### config.mk
export PLATFORM = sky130hd
export DESIGN_NAME = pipelined_adder
export DESIGN_NICKNAME = d
export VERILOG_FILES = /design/src/rtl/pipelined_adder.sv
export SDC_FILE = /design/constraint.sdc
export NUM_CORES = 1
export LEC_CHECK = 0
export BUFFER_PORTS_ARGS = -buffer_cell sky130_fd_sc_hd__buf_2
export CELL_PAD_IN_SITES_DETAIL_PLACEMENT = 1
export CELL_PAD_IN_SITES_GLOBAL_PLACEMENT = 1
export CORE_MARGIN = 1
export CORE_UTILIZATION = 40
export DETAILED_ROUTE_END_ITERATION = 6
export PLACE_DENSITY_LB_ADDON = 0.3
export SYNTH_ARGS = -nofsm -noshare
export SYNTH_HDL_FRONTEND = slang
export SYNTH_SLANG_ARGS = --single-unit
### constraint.sdc
create_clock -name clk -period 5.17 [get_ports clk]
set_input_delay 0.2585 -clock clk [delete_from_list [all_inputs] [get_ports clk]]
set_output_delay 0.2585 -clock clk [all_outputs]
set_load 0.02 [all_outputs]
### src/rtl/pipelined_adder.sv
// pipelined_adder: WIDTH-bit add/subtract split into CHUNK-bit slices, one slice per stage, valid/ready on both sides.
// Optional signed-overflow output ov is enabled by defining PIPE_ADDER_OVF_EN.
module pipelined_adder #(
  parameter int WIDTH = 32,
  parameter int CHUNK = 8
) (
  input  logic             clk,
  input  logic             rst,
  input  logic             in_valid,
  output logic             in_ready,
  input  logic [WIDTH-1:0] a,
  input  logic [WIDTH-1:0] b,
  input  logic             ci,
  input  logic             sub,
  output logic             out_valid,
  input  logic             out_ready,
  output logic [WIDTH-1:0] s,
  output logic             co
`ifdef PIPE_ADDER_OVF_EN
  ,
  output logic             ov
`endif
);
  localparam int NSTAGE = WIDTH / CHUNK;

  if (WIDTH % CHUNK != 0) begin : g_chk
    $error("pipelined_adder: WIDTH must be an integer multiple of CHUNK");
  end

  logic             adv;
  logic             rv [NSTAGE];
  logic             rc [NSTAGE];
  logic [WIDTH-1:0] ra [NSTAGE];
  logic [WIDTH-1:0] rb [NSTAGE];
  logic [WIDTH-1:0] rs [NSTAGE];
  logic             pv [NSTAGE];
  logic             pc [NSTAGE];
  logic [WIDTH-1:0] pa [NSTAGE];
  logic [WIDTH-1:0] pb [NSTAGE];
  logic [WIDTH-1:0] ps [NSTAGE];
  logic [WIDTH-1:0] ns [NSTAGE];
  logic             nc [NSTAGE];

  assign adv       = ~out_valid | out_ready;
  assign in_ready  = adv;
  assign out_valid = rv[NSTAGE-1];
  assign s         = rs[NSTAGE-1];
  assign co        = rc[NSTAGE-1];

  for (genvar k = 0; k < NSTAGE; k++) begin : g_st
    logic [CHUNK:0] t;
    if (k == 0) begin : g_first
      assign pv[k] = in_valid;
      assign pa[k] = a;
      assign pb[k] = b ^ {WIDTH{sub}};
      assign pc[k] = ci;
      assign ps[k] = '0;
    end else begin : g_next
      assign pv[k] = rv[k-1];
      assign pa[k] = ra[k-1];
      assign pb[k] = rb[k-1];
      assign pc[k] = rc[k-1];
      assign ps[k] = rs[k-1];
    end
    assign t     = {1'b0, pa[k][k*CHUNK +: CHUNK]} + {1'b0, pb[k][k*CHUNK +: CHUNK]} + {{CHUNK{1'b0}}, pc[k]};
    assign ns[k] = ps[k] | (WIDTH'(t[CHUNK-1:0]) << (k * CHUNK));
    assign nc[k] = t[CHUNK];
  end

  // every stage shifts one position on adv and holds otherwise; a rejected input becomes a bubble
  always_ff @(posedge clk or posedge rst) begin
    if (rst) begin
      for (int i = 0; i < NSTAGE; i++) begin
        rv[i] <= 1'b0;
        rc[i] <= 1'b0;
        ra[i] <= '0;
        rb[i] <= '0;
        rs[i] <= '0;
      end
    end else if (adv) begin
      for (int i = 0; i < NSTAGE; i++) begin
        rv[i] <= pv[i];
        rc[i] <= nc[i];
        ra[i] <= pa[i];
        rb[i] <= pb[i];
        rs[i] <= ns[i];
      end
    end
  end

`ifdef PIPE_ADDER_OVF_EN
  logic ov_n;
  assign ov_n = (pa[NSTAGE-1][WIDTH-1] == pb[NSTAGE-1][WIDTH-1]) & (ns[NSTAGE-1][WIDTH-1] != pa[NSTAGE-1][WIDTH-1]);
  // overflow is formed alongside the MSB slice so it leaves aligned with s
  always_ff @(posedge clk or posedge rst) begin
    if (rst) ov <= 1'b0;
    else if (adv) ov <= ov_n;
  end
`endif
endmodule
==> impl_results.md <==
- Status: completed
- Leakage Power: ~5 nW
- Area contributors post-synth: dfrtp_1, nand2_1, ha_1, xnor2_1, o21ai_0
- DRT antenna net count: 0
- Row count: between 50 and 60
- Worst Setup Start Kind: flop
- Initial antenna violation count: 0
- Vias: 6312
- Max-cap violations: 0
- Total Wirelength: approximately 19 mm
- Largest net degree at the start of global routing: ~240
- Slowest library cell on the worst path: fa_1
- Placer Congestion: around 0.75
- Yosys cell types: 41
- Number of H-tree levels: 4
- Remaining Overflow, GRT: 0
- Critical path's largest stage delay: just under 0.5 ns
- Synth top area share: approximately 54%
- Worst-Margin Slew: 1.025 ns
- Clock Tree Buf Depth: 2
- Yosys reg bits: between 150 and 200
- Pwr Total: 0.006241 W
- Tmin final: roughly 2.4 ns
- Setup bufs post-CTS: 0
- Crit-path cells: fa_1, fa_1, a211oi_2, nor2_1, o31a_1, o31a_1
- IO buf count: 104
- Die extent in x: roughly 150 µm
- Cts bufs inserted: 17
- PD cells: ~630 nW/µm²
- Worst Hold Class: input pin to flop
- CP Buf/Inv Count: 0
- Dominant cell type by area after synthesis: dfrtp_1
- Die area: 22070 µm²
- Mapped cell area: ~8600 µm²
- Worst EP arrival: about 2.7 ns
- Max IR drop VDD: 0.0002723 V
- Setup_tns: 0 ns
- Die Span Y: 148.6 µm
- Overall routing resource usage: between 10% and 20%
- Max-slew headroom: between 30% and 40%
- CP required: approximately 5.5 ns
- Setup violators final: 0
- # nets final: about 1100
- Mapped Avg Cell Area: just over 9 µm²
- Worst Setup End Kind: flop
- Final count of pins violating max slew: 0
- Drt initial violations: between 300 and 400
- CTS tree: built
- Unrepaired setup endpoints after global routing: no
- Pre-Repair DR Iteration Count: 4
- Most frequent cells after synthesis: nand2_1, dfrtp_1, o21ai_0, buf_2
- Cts hold-fix bufs: 0
- Antenna diodes: 0
- Clock Skew: around 0.007 ns
- CP Class: flop to flop
- Routed wire per std cell: between 10 and 15 µm
- Synth Flop Type: dfrtp_1
- Initial Utilization: between 40% and 50%
- Ports: roughly 110
- Layout cells sized above 1: 14.41%
- Root buf cell: clkbuf_16
- Via density: 4.874
- Synth Net Count: 1032
- First-pass GRT wire length: 32.30 mm
- Number of global-route vias before repair: about 6400
- DR DRC count: 0
- Most common cell in the synthesized netlist: nand2_1
- Share of flip-flops with an asynchronous set or reset: 100.0%
- Reg clk slew, reported paths: around 0.07 ns
- Resized Gates After CTS: 0
- Final Hold Vio Count: 0
- Number of synthesized flops with an enable pin: 0
- Syn. warnings: 0
- Synth Instances: between 900 and 1000
- Sink Count: around 180
- CP delay by family, top: adder cells
- Final period util: 46.48%
- Crit-path max FO: 3
- Placeable Area: roughly 21000 µm²
- Clk_lat worst skew: between 0.4 and 0.5 ns
- Layout area overhead: 15.09%
- Hpwl dp: 12.37 mm
- Register area share after synthesis: a little over half
- Max Freq: 0.4162 GHz
==> state kept, by name (all words and copies together) (netlist names) <==
signal     flops
ps            48
pc             3
pa            48
s             32
pv             3
pb            48
out_valid      1
co             1
==> layout by cell type (no fill, tap or decap), types with 4 or more instances in the layout <==
cell and count:
nand2_1 428, dfrtp_1 184, buf_2 104, o21ai_0 45
xnor2_1 28, ha_1 28, nor3b_1 19, clkbuf_16 17
a211oi_1 15, nor3_1 10, o31ai_1 10, xor2_1 8
fa_1 8, o21a_1 7, o31a_1 7, nor2_1 7
nand2b_1 7, a21o_1 6, nand3_1 6, o21bai_1 6
mux2i_1 6, a21oi_1 6, inv_1 5, a221oi_1 5
or3_1 4, nor4b_1 4, clkinvlp_4 4
==> layer usage <==
| metal | vias to the layer above | GRT usage, % | wire [µm] |
|---|---|---|---|
| met4 | 0 | 6.031 | 234 |
| met3 | 17 | 2.822 | 527 |
| met2 | 85 | 28.95 | 8893 |
| met1 | 3017 | 26.49 | 9454 |
| li1 | 3193 | - | - |
| met5 | - | 0 | 0 |
==> cell families after synthesis <==
family | share of synthesized area, %
buf+inv | 3.277
mux | 0.6991
simple gates | 23.58
flops | 53.60
fa+ha+maj | 5.942
compound gates | 9.234
xor+xnor | 3.670
==> where the power goes <==
group	internal, W	total [W]	switching [W]
sequential	0.00208	0.00246	0.000376
combinational	0.000960	0.00242	0.00146
clock	0.000801	0.00136	0.000559
==> worst paths after layout <==
path	start	slack, ns	to	cells past startpoint
worst max-delay path	pc[0]	2.77	co	6
worst min-delay path	a[27]	0.02	pa[91]	3
worst max register to register	pc[0]	2.77	co	6
worst min register to register	s[9]	0.46	s[9]	2
max in group asynchronous	rst	4.30	pa[77]	3
min in group asynchronous	rst	0.10	ps[71]	3
==> final cells by class <==
class,instances,area (µm²)
clock buffer,22,474.2
sequential,184,4604
inverter,7,32.53
tap,275,344.1
multi-input combinational,688,3705
fill,2453,11130
timing repair buffer,109,583.1
clock inverter,10,143.9
==> per-stage QoR <==
step | cell area (µm²) | std cells | setup WS, ns | hold WS, ns | utilization, %
2_1_floorplan | 8594 | 926 | 2.547 | 0.3710 | -
3_3_place_gp | 9269 | 1263 | 2.751 | 0.4426 | 44.09
3_5_place_dp | 9269 | 1263 | 2.677 | 0.4511 | 44.09
4_1_cts | 9887 | 1295 | 2.769 | 0.008985 | 47.03
5_1_grt | 9887 | 1295 | 2.674 | 0.02957 | 47.03
6_report | 9887 | 1295 | 2.767 | 0.01859 | 47.03
==> worst register-to-register path, delay by kind of cell, from the launching register on <==
family / cells / cell delay (ns)
AOI/OAI and AO/OA: 3 / 0.81
adders and majority gates: 2 / 0.94
DFF: 1 / 0.42
and+or+nand+nor: 1 / 0.11
No activity file was read; power rests on OpenSTA's default activity.
